File: config.mk
export PLATFORM = sky130hd
export DESIGN_NAME = axil_rd_slave_flat
export DESIGN_NICKNAME = d
export VERILOG_FILES = /design/src/rtl/axil_pkg.sv /design/src/rtl/axil_rd_slave_if.sv /design/src/rtl/axil_reg_bank.sv /design/src/rtl/axil_rd_slave.sv /design/src/flat_wrapper.sv
export SDC_FILE = /design/constraint.sdc
export NUM_CORES = 1
export LEC_CHECK = 0
export BUFFER_PORTS_ARGS = -buffer_cell sky130_fd_sc_hd__buf_2
export CAP_MARGIN = 15
export CELL_PAD_IN_SITES_DETAIL_PLACEMENT = 0
export CELL_PAD_IN_SITES_GLOBAL_PLACEMENT = 1
export CORE_MARGIN = 5
export CORE_UTILIZATION = 30
export DETAILED_ROUTE_END_ITERATION = 12
export GPL_TIMING_DRIVEN = 1
export PLACE_DENSITY = 0.6
export SYNTH_ARGS = -nofsm -noshare
export SYNTH_HDL_FRONTEND = slang
export SYNTH_HIERARCHICAL = 1
export SYNTH_SLANG_ARGS = --single-unit
File: constraint.sdc
create_clock -name clk -period 2 [get_ports clk]
set_input_delay 0.2 -clock clk [delete_from_list [all_inputs] [get_ports clk]]
set_output_delay 0.2 -clock clk [all_outputs]
set_load 0.005 [all_outputs]
File: src/rtl/axil_pkg.sv
// rtl/axil_pkg.sv - shared types for the AXI-Lite read slave
// Purpose: response codes and read-slave FSM state encoding.
// Ports: none (package).
package axil_pkg;

  typedef enum logic [1:0] {
    OKAY   = 2'b00,
    EXOKAY = 2'b01,
    SLVERR = 2'b10,
    DECERR = 2'b11
  } resp_t;

  typedef enum logic [1:0] {
    IDLE = 2'd0,
    WAIT = 2'd1,
    RESP = 2'd2
  } rd_slave_state_t;

endpackage

File: src/rtl/axil_rd_slave_if.sv
// rtl/axil_rd_slave_if.sv - AXI-Lite read address / read data channel bundle
// Purpose: groups the AR and R channel signals of one AXI-Lite read port.
// Ports: ARADDR, ARVALID, ARREADY, RDATA, RRESP, RVALID, RREADY;
//        modport slave (responder side), modport master (requester side).
interface axil_rd_slave_if
  import axil_pkg::*;
#(
  parameter int ADDR_WIDTH = 32,
  parameter int DATA_WIDTH = 32
);
  logic [ADDR_WIDTH-1:0] ARADDR;
  logic                  ARVALID;
  logic                  ARREADY;
  logic [DATA_WIDTH-1:0] RDATA;
  resp_t                 RRESP;
  logic                  RVALID;
  logic                  RREADY;

  modport slave (
    input  ARADDR, ARVALID, RREADY,
    output ARREADY, RDATA, RRESP, RVALID
  );

  modport master (
    output ARADDR, ARVALID, RREADY,
    input  ARREADY, RDATA, RRESP, RVALID
  );
endinterface

File: src/rtl/axil_reg_bank.sv
// rtl/axil_reg_bank.sv - register array with local write port and indexed read
// Purpose: holds NUM_REGS data registers, written locally, read combinationally.
// Ports: clk, rst (async active-low); wr_en/wr_idx/wr_data write port;
//        rd_idx in, rd_data out (combinational read of the current contents).
module axil_reg_bank #(
  parameter int DATA_WIDTH = 32,
  parameter int NUM_REGS   = 16,
  parameter int IDX_W      = $clog2(NUM_REGS)
) (
  input  logic                  clk,
  input  logic                  rst,
  input  logic                  wr_en,
  input  logic [IDX_W-1:0]      wr_idx,
  input  logic [DATA_WIDTH-1:0] wr_data,
  input  logic [IDX_W-1:0]      rd_idx,
  output logic [DATA_WIDTH-1:0] rd_data
);
  logic [DATA_WIDTH-1:0] regs_q [NUM_REGS];

  always_ff @(posedge clk or negedge rst) begin
    if (!rst) begin
      for (int i = 0; i < NUM_REGS; i++) begin
        regs_q[i] <= '0;
      end
    end else if (wr_en) begin
      regs_q[wr_idx] <= wr_data;
    end
  end

  // Read sees the pre-write value when a write to the same index lands this edge.
  assign rd_data = regs_q[rd_idx];
endmodule

File: src/rtl/axil_rd_slave.sv
// rtl/axil_rd_slave.sv - AXI-Lite read-only register slave, one outstanding read
// Purpose: decodes AR addresses onto a local register bank and returns R responses.
// Ports: clk, rst (async active-low); bus (axil_rd_slave_if.slave, AR/R channels);
//        wr_en/wr_idx/wr_data local register write port.
// Config: define AXIL_RD_LATENCY_EN to add a WAIT state of RD_LATENCY cycles.
module axil_rd_slave
  import axil_pkg::*;
#(
  parameter int                    ADDR_WIDTH = 32,
  parameter int                    DATA_WIDTH = 32,
  parameter int                    NUM_REGS   = 16,
  parameter logic [ADDR_WIDTH-1:0] BASE_ADDR  = '0,
  parameter int                    RD_LATENCY = 2
) (
  input  logic                        clk,
  input  logic                        rst,
  axil_rd_slave_if.slave              bus,
  input  logic                        wr_en,
  input  logic [$clog2(NUM_REGS)-1:0] wr_idx,
  input  logic [DATA_WIDTH-1:0]       wr_data
);
  localparam int IDX_W = $clog2(NUM_REGS);
  localparam logic [ADDR_WIDTH-1:0] REGION_BYTES = ADDR_WIDTH'(NUM_REGS * 4);

  if (RD_LATENCY < 1 || RD_LATENCY > 15 || (NUM_REGS & (NUM_REGS - 1)) != 0) begin : g_param_check
    $error("axil_rd_slave: RD_LATENCY must be 1..15 and NUM_REGS a power of two");
  end

  rd_slave_state_t       state_q, state_d;
  logic                  arready_q, arready_d;
  logic                  rvalid_q, rvalid_d;
  logic [DATA_WIDTH-1:0] rdata_q, rdata_d;
  resp_t                 rresp_q, rresp_d;
  resp_t                 dec_resp;
  logic                  ar_hs;
  logic [ADDR_WIDTH-1:0] dec_addr, dec_off;
  logic [IDX_W-1:0]      rd_idx;
  logic [DATA_WIDTH-1:0] rd_data;

  axil_reg_bank #(.DATA_WIDTH(DATA_WIDTH), .NUM_REGS(NUM_REGS)) u_bank (
    .clk     (clk),
    .rst     (rst),
    .wr_en   (wr_en),
    .wr_idx  (wr_idx),
    .wr_data (wr_data),
    .rd_idx  (rd_idx),
    .rd_data (rd_data)
  );

  assign ar_hs = (state_q == IDLE) && arready_q && bus.ARVALID;

`ifdef AXIL_RD_LATENCY_EN
  localparam logic [3:0] LAT_M1 = 4'(RD_LATENCY - 1);
  logic [ADDR_WIDTH-1:0] araddr_q, araddr_d;
  logic [3:0]            cnt_q, cnt_d;

  // Response is formed when leaving WAIT, so decode the captured address.
  assign dec_addr = araddr_q;

  always_comb begin
    araddr_d = araddr_q;
    cnt_d    = cnt_q;
    if (ar_hs) begin
      araddr_d = bus.ARADDR;
      cnt_d    = LAT_M1;
    end else if (state_q == WAIT && cnt_q != 4'd0) begin
      cnt_d = cnt_q - 4'd1;
    end
  end

  always_ff @(posedge clk or negedge rst) begin
    if (!rst) begin
      araddr_q <= '0;
      cnt_q    <= 4'd0;
    end else begin
      araddr_q <= araddr_d;
      cnt_q    <= cnt_d;
    end
  end
`else
  // Response is formed on the handshake edge itself, straight from ARADDR.
  assign dec_addr = bus.ARADDR;
`endif

  // Unsigned subtraction: addresses below BASE_ADDR wrap high and land in DECERR.
  assign dec_off = dec_addr - BASE_ADDR;
  assign rd_idx  = dec_off[IDX_W+1:2];

  always_comb begin
    dec_resp = OKAY;
    if (dec_addr[1:0] != 2'b00) begin
      dec_resp = SLVERR;
    end else if (dec_off >= REGION_BYTES) begin
      dec_resp = DECERR;
    end
  end

  always_comb begin
    state_d = state_q;
    rdata_d = rdata_q;
    rresp_d = rresp_q;
    case (state_q)
      IDLE: begin
        if (ar_hs) begin
`ifdef AXIL_RD_LATENCY_EN
          state_d = WAIT;
`else
          state_d = RESP;
`endif
        end
      end
`ifdef AXIL_RD_LATENCY_EN
      WAIT: begin
        if (cnt_q == 4'd0) state_d = RESP;
      end
`endif
      RESP: begin
        if (rvalid_q && bus.RREADY) state_d = IDLE;
      end
      default: state_d = IDLE;
    endcase

    arready_d = (state_d == IDLE);
    rvalid_d  = (state_d == RESP);

    // Capture the response only on entry to RESP so it holds until accepted.
    if (state_q != RESP && state_d == RESP) begin
      rresp_d = dec_resp;
      rdata_d = (dec_resp == OKAY) ? rd_data : '0;
    end
  end

  always_ff @(posedge clk or negedge rst) begin
    if (!rst) begin
      state_q   <= IDLE;
      arready_q <= 1'b0;
      rvalid_q  <= 1'b0;
      rdata_q   <= '0;
      rresp_q   <= OKAY;
    end else begin
      state_q   <= state_d;
      arready_q <= arready_d;
      rvalid_q  <= rvalid_d;
      rdata_q   <= rdata_d;
      rresp_q   <= rresp_d;
    end
  end

  assign bus.ARREADY = arready_q;
  assign bus.RVALID  = rvalid_q;
  assign bus.RDATA   = rdata_q;
  assign bus.RRESP   = rresp_q;
endmodule

File: src/flat_wrapper.sv
// flat-port wrapper written by rule: the top's interface ports become plain ports
module axil_rd_slave_flat import axil_pkg::*;
#(
  parameter int                    ADDR_WIDTH = 32,
  parameter int                    DATA_WIDTH = 32,
  parameter int                    NUM_REGS   = 16,
  parameter logic [ADDR_WIDTH-1:0] BASE_ADDR  = '0,
  parameter int                    RD_LATENCY = 2
)
  (clk, rst, wr_en, wr_idx, wr_data, bus_ARADDR, bus_ARVALID, bus_RREADY, bus_ARREADY, bus_RDATA, bus_RRESP, bus_RVALID);
  axil_rd_slave_if #(.ADDR_WIDTH(ADDR_WIDTH), .DATA_WIDTH(DATA_WIDTH)) bus_i ();
  input  logic clk;
  input  logic rst;
  input  logic wr_en;
  input  logic [$clog2(NUM_REGS)-1:0] wr_idx;
  input  logic [DATA_WIDTH-1:0] wr_data;
  input wire logic [$bits(bus_i.ARADDR)-1:0] bus_ARADDR;
  input wire logic [$bits(bus_i.ARVALID)-1:0] bus_ARVALID;
  input wire logic [$bits(bus_i.RREADY)-1:0] bus_RREADY;
  output wire logic [$bits(bus_i.ARREADY)-1:0] bus_ARREADY;
  output wire logic [$bits(bus_i.RDATA)-1:0] bus_RDATA;
  output wire logic [$bits(bus_i.RRESP)-1:0] bus_RRESP;
  output wire logic [$bits(bus_i.RVALID)-1:0] bus_RVALID;
  assign bus_i.ARADDR = bus_ARADDR;
  assign bus_i.ARVALID = bus_ARVALID;
  assign bus_i.RREADY = bus_RREADY;
  assign bus_ARREADY = bus_i.ARREADY;
  assign bus_RDATA = bus_i.RDATA;
  assign bus_RRESP = bus_i.RRESP;
  assign bus_RVALID = bus_i.RVALID;
  axil_rd_slave #(.ADDR_WIDTH(ADDR_WIDTH), .DATA_WIDTH(DATA_WIDTH), .NUM_REGS(NUM_REGS), .BASE_ADDR(BASE_ADDR), .RD_LATENCY(RD_LATENCY)) u_core (.clk(clk), .rst(rst), .bus(bus_i), .wr_en(wr_en), .wr_idx(wr_idx), .wr_data(wr_data));
endmodule
==> reports/metrics.cfg, run 1 <==
[global_route]
track_usage = 0.152
grt_overflow_total = 0
antenna_found_initial = 7
grt_pass1_wl_um = 100000
grt_start_max_net_pins = 87
first_global_vias = 15100

[layout]
area_growth_syn_to_layout_pct = 18.3
layout.nets = 1692
final_common_cell = dfrtp_1
fill_cells = 7527
fin_util = 0.356
fin_cells = 2725
drive_gt1_frac = 0.556
final_cell_mix = dfrtp_1, mux2_2, mux4_2, buf_2, a22oi_1

[yosys]
netlist_area_sq_um = 24200
synth_seq_cells = 550
ys_types = 30
avgSynthCellArea_sq_um = 16.1
synthArstFlopShare = 1.00
synth_warnings = 6
synth_edf_count = 0
synth_nets = 1576
seq_area_frac_synth = 0.569
ys.flop_type = dfrtp_1
synthesis.instances = 1503

[clock_tree]
cts_tree = done
insertion_delay_ns = 0.62
clock-root-buffer = clkbuf_16
post_cts_buffers = 0
clock-sinks = 550
clk_pin_slew_ns = 0.06
cts_buffers = 59
h-tree-depth = 2
post_cts_resized = 0
cts.path.max_buffers = 3

[die]
start_util = 0.301
die-width_um = 294
core_area_sq_um = 80300
num_rows = 104
design.die.area_sq_um = 86400
io_pins = 109
die_h_um = 294

[critical_path]
arrival_ns = 2.38
required_ns = 2.52
cp-end-kind = flop
crit_type = flop to flop
cp_max_fo = 3
crit_path_start_kind = flop

[detailed_routing]
first_pass_iters = 5
route.detailed.drc = 0
wl_um = 65000
detail_route.iter0.violations = 754
wl_per_cell_um = 23.9
via_per_inst = 5.04
vias = 13700
drtAntennaViolNets = 0

[power]
ir_drop_uv = 639
leakage_nw = 12.2
p_per_area_nw_per_um2 = 1050

[job]
drv_cap = 0

[sta]
hold_slack_ns = 0.0410
tns_ns = 0
layout_min_cycle_time_ns = 1.85
period_share = 0.926
tightest_slew_ns = 0.993
slew_headroom = 0.337
timing.fmax_mhz = 540
report.final.slew_viol_count = 0
final_hold_viol_count = 0
rsz0062_at_grt = false
finalSetupViolations = 0
skew_ns = 0.0250

[placed_design]
gpl.final_weighted_congestion = 0.723
portBuffers = 108
place_inst = 2608
dp.final_hpwl_um = 37700

[min_path]
worstHoldPathType = primary input to flop

[run_status]
status = complete, no violations

routing by layer:
metal  track usage  vias to the layer above  part of all wire
met3        0.0338                      100             0.052
met5             0                        -           0.00042
met4        0.0418                        4             0.025
li1              -                     5890                 -
met1         0.209                     7439              0.45
met2         0.242                      293              0.47
cell usage after synthesis (2+ instances only):
| master | n | area share |
|---|---|---|
| nor2b_1 | 2 | 0.00052 |
| buf_6 | 3 | 0.0014 |
| dfrtp_1 | 550 | 0.57 |
| nand2_1 | 35 | 0.0054 |
| nor3_1 | 6 | 0.0012 |
| nand3b_1 | 2 | 0.00062 |
| nand3_1 | 3 | 0.00062 |
| or3_1 | 2 | 0.00052 |
| inv_1 | 2 | 0.00031 |
| nor2_1 | 9 | 0.0014 |
| buf_2 | 63 | 0.013 |
| a311oi_1 | 2 | 0.00072 |
| mux2_1 | 3 | 0.0014 |
| clkbuf_1 | 68 | 0.011 |
| a22o_1 | 32 | 0.012 |
| a21oi_1 | 2 | 0.00041 |
| nand2b_1 | 3 | 0.00078 |
| a22oi_1 | 64 | 0.020 |
| nor4_1 | 6 | 0.0016 |
| mux4_2 | 128 | 0.12 |
| mux2_2 | 509 | 0.24 |
final cells by class:
cell class,instances,area [sq um],area share
Antenna cell,3,7.51,0.000262
Multi-Input combinational cell,817,9950,0.348
Sequential cell,550,13800,0.481
Timing Repair Buffer,189,1710,0.0598
Tap cell,1060,1330,0.0463
Clock buffer,90,1710,0.0599
Inverter,2,7.51,0.000262
Clock inverter,14,138,0.00481
worst paths after layout:
kind	from	end	slack, ns	cells past startpoint
worst max register to register	u_core/state_q[0]	u_core/bus.RRESP[0]	0.15	4
min in group asynchronous	rst	u_core/u_bank/regs_q[5]	0.07	2
max in group asynchronous	rst	u_core/u_bank/regs_q[239]	0.91	3
worst max-delay path	u_core/state_q[0]	u_core/bus.RRESP[0]	0.15	4
worst min register to register	u_core/state_q[0]	u_core/state_q[1]	0.48	1
worst min-delay path	wr_data[22]	u_core/u_bank/regs_q[86]	0.04	2
metrics by stage:
stage	power [mW]	setup WS, ns	cell area, sq um
after floorplan	18.3	0.196	24200
after global placement	19.6	0.0542	26700
after detailed placement	19.9	0.0711	26700
after CTS	30.6	0.102	28600
after global routing	31.7	0.0237	28600
final	30.2	0.148	28600
registers in the layout, summed over array words and instances, names as in the netlist:
register / count
u_core/bus.RDATA: 32
u_core/bus.RVALID: 1
u_core/state_q: 2
u_core/bus.RRESP: 2
u_core/u_bank/regs_q: 512
u_core/bus.ARREADY: 1
power breakdown:
group	internal, mW	switching (mW)
registers	13.6	1.16
logic	3.18	1.77
clock network	6.11	4.39
cells by family after synthesis:
logic type,after synthesis,share of synthesized area
AOI/OAI and AO/OA,101,0.0328
DFF,550,0.569
buffers and inverters,136,0.0253
and+or+nand+nor,75,0.0156
other,1,0.000155
muxes,640,0.357
what timing repair did:
| item | in CTS | in global routing |
|---|---|---|
| hold buffers | 10 | 0 |
| hold endpoints to repair | 299 | 0 |
| endpoints found under the setup margin | 0 | 0 |
critical path, stage by stage (launching register included):
cell	delay [ns]
dfrtp_1	0.39
nand4bb_4	0.29
or3_4	0.38
dlygate4sd3_1	0.57
o21ai_0	0.15
(Power assumes the default switching activity.)
==> run 2, diff against run 1 <==
Settings changed: CORE_ASPECT_RATIO set to 0.7.
==> reports/metrics.cfg, run 2 (synthesis gave the netlist of run 1 again) <==
[run_status]
status = complete, no violations  ; unchanged

[min_path]
hold_start = wr_data[18]  ; was wr_data[22]
worstHoldPathType = primary input to flop  ; unchanged
hold_depth = 2  ; unchanged
holdPathEnd = u_core/u_bank/regs_q[370]  ; was u_core/u_bank/regs_q[86]

[critical_path]
crit_path_start_kind = flop  ; unchanged
reg2regPathDepth = 4  ; unchanged
cp_max_fo = 3  ; unchanged
arrival_ns = 2.31  ; was 2.38 ns
startpoint = u_core/state_q[0]  ; unchanged
required_ns = 2.52  ; about the same
rrSetupSlack_ns = 0.21  ; was 0.15 ns
r2r_end = u_core/bus.RRESP[0]  ; unchanged
crit_type = flop to flop  ; unchanged
cp-end-kind = flop  ; unchanged
timing.rr.start = u_core/state_q[0]  ; unchanged

[layout]
fin_area_sq_um = 28700  ; was 28600 sq um
max_flop_register = u_core/u_bank/regs_q  ; unchanged
fin_cells = 2731  ; was 2725
drive_gt1_frac = 0.561  ; was 0.556
final_cell_mix = dfrtp_1, mux2_2, mux4_2, buf_2, a22oi_1  ; unchanged
final_common_cell = dfrtp_1  ; unchanged
area_growth_syn_to_layout_pct = 18.5  ; was 18.3%
largest_register_ffs = 512  ; unchanged
layout.nets = 1695  ; was 1692

[detailed_routing]
via_per_inst = 5.09  ; was 5.04
vias = 13900  ; was 13700
wl_per_cell_um = 24.6  ; was 23.9 um
first_pass_iters = 5  ; unchanged
detail_route.iter0.violations = 847  ; was 754
route.detailed.drc = 0  ; unchanged
drtAntennaViolNets = 0  ; unchanged
wl_um = 67200  ; was 65000 um

[die]
die-width_um = 349  ; was 294 um
start_util = 0.302  ; was 0.301
core_area_sq_um = 80200  ; was 80300 sq um
num_rows = 87  ; was 104
die_h_um = 248  ; was 294 um
design.die.area_sq_um = 86500  ; was 86400 sq um
io_pins = 109  ; unchanged

[clock_tree]
post_cts_buffers = 0  ; unchanged
cts.path.max_buffers = 3  ; unchanged
clock-sinks = 550  ; unchanged
cts_tree = done  ; unchanged
insertion_delay_ns = 0.61  ; was 0.62 ns
h-tree-depth = 2  ; unchanged
clock-root-buffer = clkbuf_16  ; unchanged
cts_buffers = 55  ; was 59
clk_pin_slew_ns = 0.06  ; about the same

[sta]
skew_ns = 0.0190  ; was 0.0250 ns
finalSetupViolations = 0  ; unchanged
rsz0062_at_grt = false  ; unchanged
report.final.slew_viol_count = 0  ; unchanged
layout_min_cycle_time_ns = 1.79  ; was 1.85 ns
timing.fmax_mhz = 560  ; was 540 MHz
tightest_slew_ns = 1.04  ; was 0.993 ns
final_hold_viol_count = 0  ; unchanged
period_share = 0.894  ; was 0.926
slew_headroom = 0.307  ; was 0.337
tns_ns = 0  ; unchanged

[power]
ir_drop_uv = 768  ; was 639 uV
leakage_nw = 12.2  ; about the same
p_per_area_nw_per_um2 = 1060  ; was 1050 nW/um^2

[placed_design]
place_inst = 2626  ; was 2608
dp.final_hpwl_um = 39200  ; was 37700 um
portBuffers = 108  ; unchanged
place_area_sq_um = 26700  ; about the same
gpl.final_weighted_congestion = 0.732  ; was 0.723

[global_route]
grt_overflow_total = 0  ; unchanged
antenna_found_initial = 5  ; was 7
track_usage = 0.155  ; was 0.152
first_global_vias = 14900  ; was 15100
grt_pass1_wl_um = 102000  ; was 100000 um
grt_start_max_net_pins = 85  ; was 87

[job]
drv_cap = 0  ; unchanged

## run 2: cell types whose count changed in the layout (fill, tap and decap cells not counted), sizes merged
cell and change:
inv -2, clkinv -4, clkbuf -2, bufinv +1
dlygate4sd3 -3, buf +10, diode -2
## run 2: where the power goes
| group | switching, mW | internal, mW |
|---|---|---|
| combinational | 1.84 | 3.20 |
| clock | 4.38 | 6.22 |
| sequential | 1.17 | 13.5 |
| total | 7.39 | 23.0 |
## run 2: critical path: stages (launching register included)
cell,delay (ns)
dfrtp_1,0.39
nand4bb_4,0.26
or3_4,0.36
dlygate4sd3_1,0.56
o21ai_0,0.14
## run 2: worst max-delay path by stage
stage | slack, ns | endpoint | cells after the start
after floorplan | 0.20 | u_core/bus.RDATA[0] | 6
after global placement | 0.06 | u_core/bus.RDATA[30] | 7
after detailed placement | 0.06 | u_core/bus.RDATA[27] | 7
after CTS | 0.16 | u_core/bus.RRESP[0] | 4
after global routing | 0.1 | u_core/bus.RRESP[0] | 4
final | 0.21 | u_core/bus.RRESP[0] | 4
## run 2: metal layers
metal	up-vias	GRT usage	share of wire
met3	76	0.0276	0.046
met5	-	0	0
met4	0	0.0266	0.014
li1	5895	-	-
met2	280	0.245	0.46
met1	7645	0.228	0.48
## run 2: area by class of cell
| class | instances | area, sq um |
|---|---|---|
| sequential | 550 | 13800 |
| clock buffer | 88 | 1710 |
| fill | 7572 | 51600 |
| tap | 1068 | 1340 |
| multi-input combinational | 817 | 9950 |
| antenna | 1 | 2.50 |
| timing repair buffer | 196 | 1760 |
| clock inverter | 9 | 138 |
| inverter | 2 | 7.51 |
## run 2: per-stage QoR
stage / setup slack (ns) / hold WS [ns] / power, mW / util
4_1_cts: 0.163 / 0.00488 / 30.8 / 0.357
3_3_place_gp: 0.0591 / 0.127 / 19.7 / 0.333
5_1_grt: 0.0982 / 0.0404 / 31.9 / 0.357
6_report: 0.213 / 0.0536 / 30.4 / 0.357
2_1_floorplan: 0.196 / -0.0956 / 18.3 / -
3_5_place_dp: 0.0559 / 0.126 / 20.0 / 0.333
## run 2: repair_timing
action,in CTS,in global routing
hold buffers,7,0
resized for setup,0,0
setup endpoints to repair,0,0
hold endpoints to repair,300,0
==> run 3, diff against run 2 <==
Settings changed: SETUP_SLACK_MARGIN set to 0.3.
==> reports/metrics.cfg, run 3 (synthesis gave the netlist of run 1 again) <==
[clock_tree]
clk_pin_slew_ns = 0.06  ; about the same
h-tree-depth = 2  ; unchanged
clock-root-buffer = clkbuf_16  ; unchanged
cts.path.max_buffers = 3  ; unchanged
cts_tree = done  ; unchanged
insertion_delay_ns = 0.62  ; was 0.61 ns
clock-sinks = 550  ; unchanged
cts_buffers = 56  ; was 55

[placed_design]
dp.final_hpwl_um = 38300  ; was 39200 um
gpl.final_weighted_congestion = 0.726  ; was 0.732
portBuffers = 108  ; unchanged

[power]
p_seq_frac = 0.478  ; was 0.485
swShare = 0.243  ; was 0.244
intPower_mw = 23.3  ; was 23.0 mW
comb_power_share = 0.163  ; was 0.166
p_per_area_nw_per_um2 = 1060  ; about the same
switchingPower_mw = 7.50  ; was 7.39 mW
leakage_nw = 12.4  ; was 12.2 nW
clkPwrFrac = 0.359  ; was 0.349
ir_drop_uv = 644  ; was 768 uV

[layout]
area_growth_syn_to_layout_pct = 19.8  ; was 18.5%
fin_util = 0.361  ; was 0.357
drive_gt1_frac = 0.561  ; about the same
fill_cells = 7489  ; was 7572
final_cell_mix = dfrtp_1, mux2_2, mux4_2, buf_2, a22oi_1  ; unchanged
layout.nets = 1707  ; was 1695
largest_register_ffs = 512  ; unchanged
max_flop_register = u_core/u_bank/regs_q  ; unchanged
final_common_cell = dfrtp_1  ; unchanged

[die]
core_area_sq_um = 80200  ; unchanged
io_pins = 109  ; unchanged
start_util = 0.302  ; unchanged
die_h_um = 248  ; unchanged
design.die.area_sq_um = 86500  ; unchanged
die-width_um = 349  ; unchanged
num_rows = 87  ; unchanged

[sta]
slew_headroom = 0.496  ; was 0.307
tightest_slew_ns = 0.755  ; was 1.04 ns
finalSetupViolations = 0  ; unchanged
skew_ns = 0.0200  ; was 0.0190 ns
report.final.slew_viol_count = 0  ; unchanged
final_hold_viol_count = 0  ; unchanged
period_share = 0.877  ; was 0.894
timing.fmax_mhz = 570  ; was 560 MHz
tns_ns = 0  ; unchanged
layout_min_cycle_time_ns = 1.75  ; was 1.79 ns
rsz0062_at_grt = true  ; was false

[min_path]
worstHoldPathType = primary input to flop  ; unchanged
hold_start = wr_data[26]  ; was wr_data[18]
hold_depth = 2  ; unchanged
holdPathEnd = u_core/u_bank/regs_q[506]  ; was u_core/u_bank/regs_q[370]

[global_route]
antenna_found_initial = 4  ; was 5
track_usage = 0.158  ; was 0.155
grt_overflow_total = 0  ; unchanged
first_global_vias = 15100  ; was 14900
grt_pass1_wl_um = 103000  ; was 102000 um
grt_start_max_net_pins = 117  ; was 85

[detailed_routing]
drtAntennaViolNets = 0  ; unchanged
detail_route.iter0.violations = 944  ; was 847
vias = 14000  ; was 13900
wl_um = 68900  ; was 67200 um
via_per_inst = 5.10  ; was 5.09
wl_per_cell_um = 25.1  ; was 24.6 um
first_pass_iters = 5  ; unchanged
route.detailed.drc = 0  ; unchanged

[critical_path]
crit_path_start_kind = flop  ; unchanged
crit_type = flop to flop  ; unchanged
arrival_ns = 2.31  ; about the same
reg2regPathDepth = 6  ; was 4
rrSetupSlack_ns = 0.25  ; was 0.21 ns
cp_max_fo = 17  ; was 3
required_ns = 2.55  ; was 2.52 ns
r2r_end = u_core/bus.RDATA[11]  ; was u_core/bus.RRESP[0]
timing.rr.start = u_core/state_q[0]  ; unchanged
cp-end-kind = flop  ; unchanged

[job]
drv_cap = 0  ; unchanged

[run_status]
status = complete, no violations  ; unchanged

==> run 3: cell types whose count changed in the layout (fill, tap and decap cells not counted), sizes merged <==
cell / before / now
inv: 3 / 4
clkinv: 4 / 9
clkbuf: 89 / 87
dlygate4sd3: 7 / 16
bufinv: 3 / 6
==> run 3: worst max path at each step <==
stage | cells past startpoint | slack (ns) | end | startpoint
final | 6 | 0.25 | u_core/bus.RDATA[11] | u_core/state_q[0]
after CTS | 5 | 0.20 | u_core/bus.RDATA[11] | u_core/state_q[0]
after global routing | 6 | 0.17 | u_core/bus.RDATA[9] | u_core/state_q[0]
after global placement | 6 | 0.07 | u_core/bus.RDATA[22] | bus_ARADDR[2]
after detailed placement | 6 | 0.07 | u_core/bus.RDATA[22] | bus_ARADDR[2]
after floorplan | 6 | 0.29 | u_core/bus.RDATA[0] | bus_ARADDR[3]
==> run 3: final cells by class <==
| class | count | area, sq um | area share |
|---|---|---|---|
| Timing Repair Buffer | 207 | 2000 | 0.0689 |
| Tap cell | 1068 | 1340 | 0.0461 |
| Clock inverter | 18 | 250 | 0.00863 |
| Clock buffer | 84 | 1690 | 0.0582 |
| Multi-Input combinational cell | 817 | 9950 | 0.343 |
| Inverter | 2 | 7.51 | 0.000259 |
| Sequential cell | 550 | 13800 | 0.475 |
| Antenna cell | 1 | 2.50 | 0.0000863 |
==> run 3: layer usage <==
| metal | vias up | GRT usage | routed length [um] |
|---|---|---|---|
| li1 | 5909 | - | - |
| met1 | 7723 | 0.238 | 34100 |
| met2 | 299 | 0.240 | 30900 |
| met3 | 76 | 0.0279 | 2990 |
| met4 | 2 | 0.0320 | 991 |
| met5 | - | 0 | 13 |
==> run 3: worst max-delay path, cell delays in order, from the launching register on <==
cell and delay, ns:
dfrtp_1 0.40, nand4bb_4 0.26, or3_4 0.37, nor3_4 0.13, buf_4 0.14, clkbuf_16 0.20
a22o_1 0.17
==> run 3: timing repair <==
item / CTS / global route
endpoints found under the hold margin: 542 / 0
gates cloned: 0 / 2
setup endpoints to repair: 33 / 33
setup buffers: 0 / 2
resized for setup: 0 / 3
pin swaps: 0 / 0
hold buffers: 16 / 0
==> run 3: per-stage QoR <==
| stage | area [sq um] | setup slack [ns] | total power [mW] | hold slack (ns) | instances |
|---|---|---|---|---|---|
| final | 29000 | 0.246 | 30.8 | 0.0546 | 2747 |
| after global placement | 26800 | 0.0657 | 19.7 | 0.0595 | 2624 |
| after detailed placement | 26800 | 0.0692 | 19.9 | 0.0593 | 2624 |
| after global routing | 29000 | 0.173 | 32.3 | 0.0436 | 2746 |
| after floorplan | 24200 | 0.290 | 18.3 | -0.0956 | 1503 |
| after CTS | 28900 | 0.199 | 31.2 | 0.000481 | 2742 |
==> run 3: power groups by stage <==
| stage | clock network (mW) | registers, mW | logic, mW |
|---|---|---|---|
| 2_1_floorplan | 0 | 14.5 | 3.83 |
| 3_3_place_gp | 0 | 14.8 | 4.87 |
| 3_5_place_dp | 0 | 14.9 | 5.04 |
| 4_1_cts | 11.4 | 14.7 | 5.08 |
| 5_1_grt | 11.9 | 15.0 | 5.49 |
| 6_report | 11.1 | 14.7 | 5.02 |
